**src/rtl/axi4_awch_arbiter.sv**
```systemverilog
// ----------------------------------------------------------------------------
// axi4_awch_arbiter
//
// Round-robin arbiter that shares one AXI4 AW channel between N_SLAVES
// requesters. The winning request is captured into a registered output
// stage that feeds the downstream AW buffer, and the winner's index is
// recorded in a small order FIFO so the W-channel mux can forward write
// data in the same order the addresses were issued.
//
// Optional feature macro: AXI4_AWARB_ID_EXT_EN
//   When defined, the grant index is appended above the user field of
//   m_aw_data (bits [AW_W+IDX_W-1:AW_W]) so the B path can route responses
//   back to the originating requester. When undefined, m_aw_data is the
//   unmodified AW payload.
//
// Ports
//   axi4_aclk      in   clock
//   axi4_arstn     in   asynchronous active-low reset
//   s_aw_data      in   packed AW payloads, slot i = [i*AW_W +: AW_W]
//   s_aw_valid     in   per-requester AWVALID
//   s_aw_ready     out  per-requester AWREADY (one-hot or zero)
//   m_aw_data      out  granted payload (plus grant index if enabled)
//   m_aw_valid     out  downstream AWVALID
//   m_aw_ready     in   downstream AWREADY
//   w_order_idx    out  requester index of the oldest un-retired AW
//   w_order_valid  out  order FIFO non-empty
//   w_order_pop    in   pulse on WLAST handshake, retires the head entry
//
// Payload layout (LSB first): cache[3:0] prot[6:4] lock[7] burst[9:8]
// size[12:10] len[20:13] addr[52:21] region[56:53] qos[60:57]
// id[60+ID:61] user[msb:61+ID]. The payload is passed through unmodified.
// ----------------------------------------------------------------------------
module axi4_awch_arbiter #(
  parameter  int N_SLAVES         = 4,
  parameter  int C_AXI_ID_WIDTH   = 4,
  parameter  int C_AXI_USER_WIDTH = 4,
  parameter  int ORDER_DEPTH      = 8,
  localparam int AW_W             = C_AXI_ID_WIDTH + C_AXI_USER_WIDTH + 61,
  localparam int IDX_W            = (N_SLAVES > 1) ? $clog2(N_SLAVES) : 1,
`ifdef AXI4_AWARB_ID_EXT_EN
  localparam int OUT_W            = AW_W + IDX_W
`else
  localparam int OUT_W            = AW_W
`endif
) (
  input  logic                     axi4_aclk,
  input  logic                     axi4_arstn,
  input  logic [N_SLAVES*AW_W-1:0] s_aw_data,
  input  logic [N_SLAVES-1:0]      s_aw_valid,
  output logic [N_SLAVES-1:0]      s_aw_ready,
  output logic [OUT_W-1:0]         m_aw_data,
  output logic                     m_aw_valid,
  input  logic                     m_aw_ready,
  output logic [IDX_W-1:0]         w_order_idx,
  output logic                     w_order_valid,
  input  logic                     w_order_pop
);

  localparam int CNT_W  = $clog2(ORDER_DEPTH + 1);
  localparam int PTR_W  = $clog2(ORDER_DEPTH);
  localparam int CAND_W = IDX_W + 1;

  logic [IDX_W-1:0]  rr_ptr;
  logic [CAND_W-1:0] cand;
  logic              grant_found;
  logic [IDX_W-1:0]  grant_idx;
  logic [AW_W-1:0]   grant_payload;

  logic              accept;
  logic              push;
  logic              pop;
  logic              fifo_full;

  logic [IDX_W-1:0]  order_mem [ORDER_DEPTH];
  logic [PTR_W-1:0]  wr_ptr;
  logic [PTR_W-1:0]  rd_ptr;
  logic [CNT_W-1:0]  count;

  // Round-robin search: walk the requesters starting at the RR pointer and
  // wrap past the top. The candidate index is kept one bit wider than needed
  // so rr_ptr + k never overflows before the modulo subtraction.
  always_comb begin
    cand        = '0;
    grant_found = 1'b0;
    grant_idx   = '0;
    for (int k = 0; k < N_SLAVES; k++) begin
      cand = {1'b0, rr_ptr} + CAND_W'(k);
      if (cand >= CAND_W'(N_SLAVES)) begin
        cand = cand - CAND_W'(N_SLAVES);
      end
      if (!grant_found && s_aw_valid[cand[IDX_W-1:0]]) begin
        grant_found = 1'b1;
        grant_idx   = cand[IDX_W-1:0];
      end
    end
  end

  // A new AW can be taken when the output slot is free (or draining this
  // cycle) and the order FIFO has room. Reset gates acceptance so that no
  // ready can leak out while the block is held in reset.
  assign fifo_full     = (count == CNT_W'(ORDER_DEPTH));
  assign accept        = axi4_arstn & (~m_aw_valid | m_aw_ready) & ~fifo_full;
  assign push          = accept & grant_found;
  assign pop           = w_order_pop & (count != '0);
  assign grant_payload = s_aw_data[grant_idx*AW_W +: AW_W];

  // Ready goes only to the current winner, so at most one bit is ever set.
  always_comb begin
    s_aw_ready = '0;
    if (push) begin
      s_aw_ready[grant_idx] = 1'b1;
    end
  end

  // Registered output stage. A fresh grant overwrites the slot (legal since
  // accept implies the slot is empty or handing off this cycle); otherwise
  // the payload is held until the downstream handshake clears valid.
  always_ff @(posedge axi4_aclk or negedge axi4_arstn) begin
    if (!axi4_arstn) begin
      m_aw_valid <= 1'b0;
      m_aw_data  <= '0;
    end else if (push) begin
      m_aw_valid <= 1'b1;
`ifdef AXI4_AWARB_ID_EXT_EN
      m_aw_data  <= {grant_idx, grant_payload};
`else
      m_aw_data  <= grant_payload;
`endif
    end else if (m_aw_ready) begin
      m_aw_valid <= 1'b0;
    end
  end

  // The RR pointer moves to just past the winner so that requester gets the
  // lowest priority on the next round.
  always_ff @(posedge axi4_aclk or negedge axi4_arstn) begin
    if (!axi4_arstn) begin
      rr_ptr <= '0;
    end else if (push) begin
      if (grant_idx == IDX_W'(N_SLAVES - 1)) begin
        rr_ptr <= '0;
      end else begin
        rr_ptr <= grant_idx + 1'b1;
      end
    end
  end

  // Order FIFO storage. Entries are only ever read through rd_ptr while the
  // count says they are live, so the array itself needs no reset.
  always_ff @(posedge axi4_aclk) begin
    if (push) begin
      order_mem[wr_ptr] <= grant_idx;
    end
  end

  // Order FIFO pointers and occupancy. Depth is a power of two, so the
  // pointers wrap naturally. A pop on an empty FIFO has already been
  // filtered out, and a push can never happen while full.
  always_ff @(posedge axi4_aclk or negedge axi4_arstn) begin
    if (!axi4_arstn) begin
      wr_ptr <= '0;
      rd_ptr <= '0;
      count  <= '0;
    end else begin
      if (push) begin
        wr_ptr <= wr_ptr + 1'b1;
      end
      if (pop) begin
        rd_ptr <= rd_ptr + 1'b1;
      end
      case ({push, pop})
        2'b10:   count <= count + 1'b1;
        2'b01:   count <= count - 1'b1;
        default: count <= count;
      endcase
    end
  end

  // Head index is forced to zero while empty so the output has a defined
  // value in and right after reset.
  assign w_order_valid = (count != '0);
  assign w_order_idx   = w_order_valid ? order_mem[rd_ptr] : '0;

endmodule
```
**config.mk**
```make
export PLATFORM = sky130hd
export DESIGN_NAME = axi4_awch_arbiter
export DESIGN_NICKNAME = d
export VERILOG_FILES = /design/src/rtl/axi4_awch_arbiter.sv
export SDC_FILE = /design/constraint.sdc
export NUM_CORES = 1
export LEC_CHECK = 0
export BUFFER_PORTS_ARGS = -buffer_cell sky130_fd_sc_hd__buf_2
export CORE_AREA = 2 2 142 144
export CTS_BUF_LIST = sky130_fd_sc_hd__clkbuf_16
export DETAILED_ROUTE_END_ITERATION = 8
export DIE_AREA = 0 0 144 146
export PLACE_DENSITY_LB_ADDON = 0.3
export SLEW_MARGIN = 40
export SYNTH_ARGS = -nofsm -noshare
export SYNTH_HDL_FRONTEND = slang
export SYNTH_SLANG_ARGS = --single-unit
```
**constraint.sdc**
```tcl
create_clock -name axi4_aclk -period 5.4 [get_ports axi4_aclk]
set_clock_uncertainty 0.15 [all_clocks]
set_input_delay 1.08 -clock axi4_aclk [delete_from_list [all_inputs] [get_ports axi4_aclk]]
set_output_delay 1.08 -clock axi4_aclk [all_outputs]
set_load 0.02 [all_outputs]
```
==> results of run 1 <==
synth_stat cells (5+ instances only):
library cell | instances | area share, %
sky130_fd_sc_hd__buf_2 | 16 | 1.3
sky130_fd_sc_hd__buf_4 | 14 | 1.7
sky130_fd_sc_hd__buf_6 | 8 | 1.5
sky130_fd_sc_hd__dfrtp_1 | 82 | 34
sky130_fd_sc_hd__edfxtp_1 | 16 | 7.9
sky130_fd_sc_hd__ha_1 | 9 | 1.9
sky130_fd_sc_hd__inv_1 | 6 | 0.37
sky130_fd_sc_hd__mux2i_1 | 140 | 23
sky130_fd_sc_hd__nand2_1 | 83 | 5.1
sky130_fd_sc_hd__nor2_1 | 6 | 0.37
sky130_fd_sc_hd__nor3_1 | 5 | 0.41
sky130_fd_sc_hd__o221ai_1 | 19 | 2.8
sky130_fd_sc_hd__o221ai_2 | 50 | 12
sky130_fd_sc_hd__xnor2_1 | 5 | 0.72
cell type report:
cell class	count	area, um2	area share, %
multi-input combinational	356	3220	38.8
clock inverter	7	85.1	1.02
tap	265	332	3.99
timing repair buffer	365	1880	22.6
sequential	98	2530	30.5
clock buffer	9	225	2.71
inverter	8	30.0	0.362
flip-flops by register name, summed over array words and instances, names as in the netlist:
register,flops
count,4
m_aw_data,69
m_aw_valid,1
order_mem,16
rd_ptr,3
rr_ptr,2
wr_ptr,3
where the power goes:
group / switching [uW] / internal, uW
sequential: 210 / 1080
combinational: 1280 / 913
clock: 298 / 369
total: 1790 / 2360
path summary, 6_finish.rpt:
kind	startpoint	endpoint	slack, ns	cells after the start
worst max register to register	count[0]	count[2]	2.57	9
worst max-delay path	s_aw_valid[2]	s_aw_ready[2]	1.43	8
worst min-delay path	m_aw_data[33]	m_aw_data[33]	0.33	2
min in group asynchronous	axi4_arstn	m_aw_data[29]	0.53	1
max in group asynchronous	axi4_arstn	m_aw_data[63]	3.59	2
worst min register to register	m_aw_data[33]	m_aw_data[33]	0.33	2
cell usage in the layout (no fill, tap or decap), types with 5 or more instances in the layout:
cell type and instances:
sky130_fd_sc_hd__o221ai_2 50, sky130_fd_sc_hd__buf_2 359, sky130_fd_sc_hd__nand2_1 83, sky130_fd_sc_hd__edfxtp_1 16, sky130_fd_sc_hd__o221ai_1 19, sky130_fd_sc_hd__mux2i_1 140, sky130_fd_sc_hd__nor3_1 5, sky130_fd_sc_hd__dfrtp_1 82
sky130_fd_sc_hd__inv_1 6, sky130_fd_sc_hd__ha_1 9, sky130_fd_sc_hd__xnor2_1 5, sky130_fd_sc_hd__clkbuf_16 9, sky130_fd_sc_hd__nor2_1 6
metal layers:
| metal | routed length, um | vias up | track usage (%) |
|---|---|---|---|
| li1 | - | 2575 | - |
| met2 | 8980 | 218 | 30.0 |
| met3 | 1170 | 14 | 3.42 |
| met5 | 13 | - | 0 |
| met1 | 6950 | 2430 | 18.6 |
| met4 | 191 | 2 | 3.87 |
kinds of logic after synthesis:
logic type                 synth area share [%]
and+or+nand+nor                            8.02
adders and majority gates                  1.86
xor gates and xnor gates                   1.30
DFF                                        41.9
buffers and inverters                      5.17
muxes                                      25.2
AOI/OAI and AO/OA                          16.6
critical path, delay by kind of cell:
| family | cells | cell delay, ns |
|---|---|---|
| simple gates | 2 | 0.29 |
| buf+inv | 3 | 0.54 |
| fa+ha+maj | 1 | 0.27 |
| compound gates | 2 | 0.55 |
stage by stage:
| step | area, um2 | cells | utilization (%) | power [uW] |
|---|---|---|---|---|
| final | 8300 | 1108 | 42.9 | 4150 |
| after floorplan | 6050 | 502 | - | 2900 |
| after global routing | 8300 | 1108 | 42.9 | 4440 |
| after CTS | 8300 | 1108 | 42.9 | 4220 |
| after detailed placement | 7990 | 1092 | 41.3 | 3540 |
| after global placement | 7950 | 1091 | 41.1 | 3500 |
==> results.rst, run 1 <==
.. list-table::
   :header-rows: 1

   * - Metric
     - Value
   * - Sinks on the clock net
     - 98
   * - Ordered cell list for the critical path
     - buf_2 > nor2b_1 > a21oi_1 > o221a_2 > clkinv_1 > ha_1 > and2_1 > buf_2
   * - Highest clock rate
     - 252 MHz
   * - Number of enable flip-flop cells after synthesis
     - 16
   * - Fraction of synthesis flops using an asynchronous set or reset pin
     - 83.7%
   * - Outcome
     - finished, final reports clean
   * - Hold Crit Class
     - reg2reg
   * - Maximum count of clock buffers along a single path
     - 2
   * - Worst-case setup margin in the final layout
     - 1.43 ns
   * - Number of ports placed on the die boundary
     - 361
   * - Initial core utilization
     - 31.3%
   * - Kind of start point of the critical path
     - input pin
   * - Worst setup slack after placement
     - 1.44 ns
   * - Layout cell share with drive strength beyond 1
     - 52.6%
   * - Average detailed-routed wire length per instance
     - 15.6 um
   * - Critical path capture point type
     - output pin
   * - Post-synthesis cell type count
     - 37
   * - Wire length of the first global-routing pass
     - 26,900 um
   * - Unrepaired setup endpoints after global routing
     - no
   * - Die footprint
     - 21,000 um2
   * - Max transition margin
     - 51.9%
   * - Relative area change from synthesis to final layout
     - 37.2%
   * - Pwr Density
     - 500 nW/um2
   * - Clock latency of the later-clocked register in the worst-skew pair
     - 0.34 ns
   * - GR Util All Layers
     - 16.1%
   * - Fill cell total of the finished layout
     - 1,883
   * - Crit Path Class
     - in2out
   * - HPWL Detailed
     - 13,100 um
   * - Initial DRT Pass Iterations
     - 4
   * - Count of buffers added by post-CTS timing repair for setup
     - 0
   * - Final setup TNS
     - 0 ns
   * - Syn Nets
     - 795
   * - Worst path arrival time
     - 2.74 ns
   * - Clock Root Buffer
     - sky130_fd_sc_hd__clkbuf_16
   * - Slowest-stage cell, CP
     - sky130_fd_sc_hd__o221a_2
   * - Vias in the first global route
     - 5,365
   * - Final Hold Fails
     - 0
   * - Period utilization
     - 73.5%
   * - Synth Flop Type
     - sky130_fd_sc_hd__dfrtp_1
   * - Clock tree from TritonCTS
     - built
   * - Maximum number of pins on one net before global-route repair
     - 78
   * - Max-cap check violation count
     - 0
   * - Remaining global-route overflow
     - 0
   * - Cell seen most often among critical-path stages
     - sky130_fd_sc_hd__buf_2
   * - Final-report setup violation count
     - 0
   * - Vertical die dimension
     - 146 um
   * - CTS HTree Levels
     - 3
   * - Routed via count
     - 5,239
   * - Pleak
     - 0.00430 uW
   * - Final net count
     - 1,131
   * - Clk pin slew, worst setup/hold paths
     - 0.07 ns
   * - Number of synthesized register bits
     - 98
   * - Chip Width
     - 144 um
   * - Post-detailed-route DRC marker count
     - 0
   * - Measured slew at the worst slew-check pin
     - 0.714 ns
   * - Slew Viols, Final
     - 0
   * - Synthesized instance count
     - 502
   * - Area of the placeable core
     - 19,300 um2
   * - Antenna-violating nets left
     - 0
   * - Number of antenna violations at the first check in global routing
     - 1
   * - Floorplan row count
     - 51
   * - Crit path time final
     - 3.97 ns
   * - Yosys synthesis warning count
     - 0
   * - Worst IR drop on VDD
     - 252 uV
   * - Count of buffers inserted at the top-level ports
     - 360
   * - Final worst hold slack
     - 0.329 ns
   * - Routability congestion estimate from global placement
     - 0.769
   * - Post-CTS resize count
     - 0
   * - Netlist area before placement
     - 6050 um2
   * - Number of clock buffers inserted by TritonCTS
     - 9
   * - Share of synthesized area occupied by flip-flops and latches
     - 41.9%
   * - Count of inserted antenna diode cells
     - 0
   * - Critical-path maximum fanout
     - 12
   * - Slowest stage delay, CP
     - 0.42 ns
   * - Count of hold-fix buffers inserted at cts
     - 0
   * - Mean number of vias per cell
     - 4.73
   * - Critical Path RT
     - 4.17 ns
   * - Post-synthesis area per instance
     - 12.1 um2
   * - Detailed-route wire length
     - 17,300 um
   * - DRC marker count from the first detailed-route iteration
     - 123
(Power assumes the default switching activity.)
==> run 2, diff against run 1 <==
--- a/config.mk
+++ b/config.mk
@@ -5,11 +5,12 @@
 export SDC_FILE = /design/constraint.sdc
 export NUM_CORES = 1
 export LEC_CHECK = 0
+export ABC_AREA = 1
 export BUFFER_PORTS_ARGS = -buffer_cell sky130_fd_sc_hd__buf_2
-export CORE_AREA = 2 2 142 144
+export CORE_AREA = 2 2 140 142
 export CTS_BUF_LIST = sky130_fd_sc_hd__clkbuf_16
 export DETAILED_ROUTE_END_ITERATION = 8
-export DIE_AREA = 0 0 144 146
+export DIE_AREA = 0 0 142 144
 export PLACE_DENSITY_LB_ADDON = 0.3
 export SLEW_MARGIN = 40
 export SYNTH_ARGS = -nofsm -noshare
==> constraint.sdc (replaced) <==
create_clock -name axi4_aclk -period 3.8 [get_ports axi4_aclk]
set_clock_uncertainty 0.15 [all_clocks]
set_input_delay 0.76 -clock axi4_aclk [delete_from_list [all_inputs] [get_ports axi4_aclk]]
set_output_delay 0.76 -clock axi4_aclk [all_outputs]
set_load 0.02 [all_outputs]
==> results.rst, run 2 <==
.. list-table::
   :header-rows: 1

   * - Metric
     - Value
   * - Pwr Density
     - 1090 nW/um2 (+120%)
   * - Area of the placeable core
     - 19,100 um2 (-1.3%)
   * - Worst IR drop on VDD
     - 739 uV (+190%)
   * - Critical Path RT
     - 2.89 ns (-1.28 ns)
   * - Flip-flop count of the largest register, all copies and words added
     - 69 (unchanged)
   * - Number of antenna violations at the first check in global routing
     - 2 (+1)
   * - Synthesized instance count
     - 1,244 (+150%)
   * - Initial DRT Pass Iterations
     - 5 (+1)
   * - Final net count
     - 1,843 (+63%)
   * - Fill cell total of the finished layout
     - 2,041 (+8.4%)
   * - Netlist area before placement
     - 7450 um2 (+23%)
   * - Worst path arrival time
     - 2.57 ns (-0.17 ns)
   * - Detailed-route wire length
     - 24,300 um (+41%)
   * - Non-filler cells, final
     - 1,796 (+62%)
   * - Post-CTS resize count
     - 0 (unchanged)
   * - Crit Path Class
     - reg2out
   * - Post-synthesis cell type count
     - 30 (-19%)
   * - Largest area contributor in the netlist
     - sky130_fd_sc_hd__nand2_1
   * - Top library cells by usage in the layout, fill and taps aside
     - sky130_fd_sc_hd__nand2_1, sky130_fd_sc_hd__buf_2, sky130_fd_sc_hd__nand3_1
   * - Clock latency of the later-clocked register in the worst-skew pair
     - 0.35 ns (about the same)
   * - Count of buffers inserted at the top-level ports
     - 360 (unchanged)
   * - Routed via count
     - 8,570 (+64%)
   * - Ordered cell list for the critical path
     - inv_2 > nand2_1 > nand2_1 > nand2_1 > nand2_1 > nor2_4 > nand3_1 > nand3_1 > nand2_2 > inv_2 > ha_1 > inv_1 > nor2_1 > buf_2
   * - Fraction of met3 tracks used by global routing
     - 4.34% (+0.92 points)
   * - Number of enable flip-flop cells after synthesis
     - 16 (unchanged)
   * - Most instantiated cells after synthesis
     - sky130_fd_sc_hd__nand2_1, sky130_fd_sc_hd__nand3_1, sky130_fd_sc_hd__inv_1
   * - Area of the multi-input gates
     - 3890 um2 (+21%)
   * - Unrepaired setup endpoints after global routing
     - no
   * - Clock tree from TritonCTS
     - built
   * - Maximum number of pins on one net before global-route repair
     - 140 (+79%)
   * - Outcome
     - finished, final reports clean
   * - Pleak
     - 0.00606 uW (+41%)
   * - Measured slew at the worst slew-check pin
     - 0.769 ns (+0.0543 ns)
   * - Relative area change from synthesis to final layout
     - 28.2%
   * - CTS HTree Levels
     - 3 (unchanged)
   * - Critical path capture point type
     - output pin
   * - Cell with the most instances after synthesis
     - sky130_fd_sc_hd__nand2_1
   * - Register area
     - 2530 um2 (about the same)
   * - Kind of start point of the critical path
     - flip-flop
   * - Worst setup slack after placement
     - 0.412 ns (-1.02 ns)
   * - Slew Viols, Final
     - 0 (unchanged)
   * - Register name with the most flops
     - m_aw_data
   * - Area fraction of the dominant cell type after synthesis
     - 30.7% (-3.2 points)
   * - Floorplan row count
     - 51 (unchanged)
   * - Count of hold-fix buffers inserted at cts
     - 0 (unchanged)
   * - Crit path time final
     - 3.48 ns
   * - Final-report setup violation count
     - 0 (unchanged)
   * - Vias in the first global route
     - 7,317 (+36%)
   * - Number of synthesized register bits
     - 98 (unchanged)
   * - Hold Crit Class
     - in2async
   * - Share of synthesized area occupied by flip-flops and latches
     - 34.0% (-7.9 points)
   * - Max transition margin
     - 48.8% (-3.2 points)
   * - Post-detailed-route DRC marker count
     - 0 (unchanged)
   * - Initial core utilization
     - 39.1% (+7.8 points)
   * - Max-cap check violation count
     - 0 (unchanged)
   * - DRC marker count from the first detailed-route iteration
     - 544 (+340%)
   * - Remaining global-route overflow
     - 0 (unchanged)
   * - Number of ports placed on the die boundary
     - 361 (unchanged)
   * - Most area-consuming cells after synthesis
     - sky130_fd_sc_hd__nand2_1, sky130_fd_sc_hd__dfrtp_1, sky130_fd_sc_hd__nand3_1
   * - Worst-case setup margin in the final layout
     - 0.323 ns (-1.11 ns)
   * - Largest registers in the final layout
     - m_aw_data x69, order_mem x16, count x4
   * - Slowest stage delay, CP
     - 0.48 ns (+0.06 ns)
   * - Syn Nets
     - 1,537 (+93%)
   * - Yosys synthesis warning count
     - 0 (unchanged)
   * - Routing usage on met1
     - 29.4% (+11 points)
   * - Final setup TNS
     - 0 ns (unchanged)
   * - Fraction of synthesis flops using an asynchronous set or reset pin
     - 83.7% (unchanged)
   * - HPWL Detailed
     - 17,400 um (+33%)
   * - Routability congestion estimate from global placement
     - 0.896 (+17%)
   * - Wire length of the first global-routing pass
     - 36,700 um (+37%)
   * - Antenna-violating nets left
     - 0 (unchanged)
   * - Highest clock rate
     - 288 MHz
   * - Sinks on the clock net
     - 98 (unchanged)
   * - Synth Flop Type
     - sky130_fd_sc_hd__dfrtp_1
   * - Count of buffers added by post-CTS timing repair for setup
     - 0 (unchanged)
   * - Average detailed-routed wire length per instance
     - 13.6 um (-13%)
   * - GR Util All Layers
     - 22.6% (+6.5 points)
   * - Slowest-stage cell, CP
     - sky130_fd_sc_hd__dfrtp_2
   * - Register-to-Register Path Depth
     - 15 (+6)
   * - Period utilization
     - 91.5%
   * - Clock Root Buffer
     - sky130_fd_sc_hd__clkbuf_16
   * - Mean number of vias per cell
     - 4.77 (+0.92%)
   * - Vertical die dimension
     - 144 um (-1.4%)
   * - Cell seen most often among critical-path stages
     - sky130_fd_sc_hd__nand2_1
   * - Die footprint
     - 20,400 um2 (-2.7%)
   * - Number of cells in the design after placement
     - 1,777 (+63%)
   * - Critical-path maximum fanout
     - 13 (+1)
   * - Clk pin slew, worst setup/hold paths
     - 0.07 ns (about the same)
   * - Global-route track usage on met2
     - 37.7% (+7.7 points)
   * - Layout cell share with drive strength beyond 1
     - 25.7% (-27 points)
   * - Leading cell type in the layout, fill and taps excluded
     - sky130_fd_sc_hd__nand2_1
   * - Post-synthesis area per instance
     - 5.99 um2 (-50%)
   * - Final Hold Fails
     - 0 (unchanged)
   * - Maximum count of clock buffers along a single path
     - 2 (unchanged)
   * - Number of clock buffers inserted by TritonCTS
     - 9 (unchanged)
   * - Chip Width
     - 142 um (-1.4%)
   * - Peak-usage layer in the global routing report
     - met2
[run 2: cell types whose count changed in the layout (fill, tap and decap cells not counted), sizes merged, moves of 20 or more]
cell    previous run  this run
inv               10       169
mux2i            140         0
nor2               6        26
nand3              0       219
o221ai            69         0
nand2             85       611
[run 2: stage by stage]
step	total power (uW)	cell area [um2]	utilization, %	hold slack (ns)
2_1_floorplan	7880	7450	-	0.314
3_3_place_gp	9540	9260	48.5	0.308
3_5_place_dp	9600	9260	48.5	0.311
4_1_cts	10500	9540	50.0	0.330
5_1_grt	11600	9550	50.0	0.350
6_report	10500	9550	50.1	0.316
[run 2: worst paths after layout]
| path | start | endpoint | slack, ns |
|---|---|---|---|
| max in group asynchronous | axi4_arstn | rr_ptr[0] | 2.20 |
| worst max-delay path | rr_ptr[0] | s_aw_ready[3] | 0.32 |
| worst min-delay path | axi4_arstn | count[0] | 0.32 |
| min in group axi4_aclk | m_aw_data[28] | m_aw_data[28] | 0.32 |
| worst max register to register | rr_ptr[0] | m_aw_data[23] | 0.81 |
| worst min register to register | m_aw_data[28] | m_aw_data[28] | 0.32 |
[run 2: where the power goes]
part	total, uW	leakage, uW	switching (uW)	internal [uW]
sequential	1920	0.00116	297	1630
combinational	7640	0.00477	5260	2380
clock	892	0.000139	436	456
[run 2: layout make-up]
type / count / share of cell area, %
Multi-Input combinational cell: 903 / 40.7
Sequential cell: 98 / 26.5
Timing Repair Buffer: 372 / 20.1
Inverter: 166 / 6.52
Tap cell: 238 / 3.12
Clock buffer: 9 / 2.36
Clock inverter: 7 / 0.616
Antenna cell: 3 / 0.0786
[run 2: cell families (layout without fill, tap and decap cells)]
kind of cell,Yosys count,count (layout),share of synthesized area (%)
buffers and inverters,243,554,14.1
other,0,3,0
XOR/XNOR,8,8,0.940
AND/OR/NAND/NOR,859,859,47.4
flip-flops,98,98,34.0
AO/OA/AOI/OAI,27,27,2.00
adder cells (fa/ha/maj),9,9,1.51
[run 2: routing by layer]
layer	wire length (um)	up-vias
li1	-	4406
met1	10400	3822
met2	11800	304
met3	1540	36
met4	563	2
met5	13	-
[run 2: critical path: cells and delay by family (launching register included)]
family | cells | cell delay, ns
flip-flops | 1 | 0.48
AND/OR/NAND/NOR | 9 | 0.98
adder cells (fa/ha/maj) | 1 | 0.18
buffers and inverters | 4 | 0.57
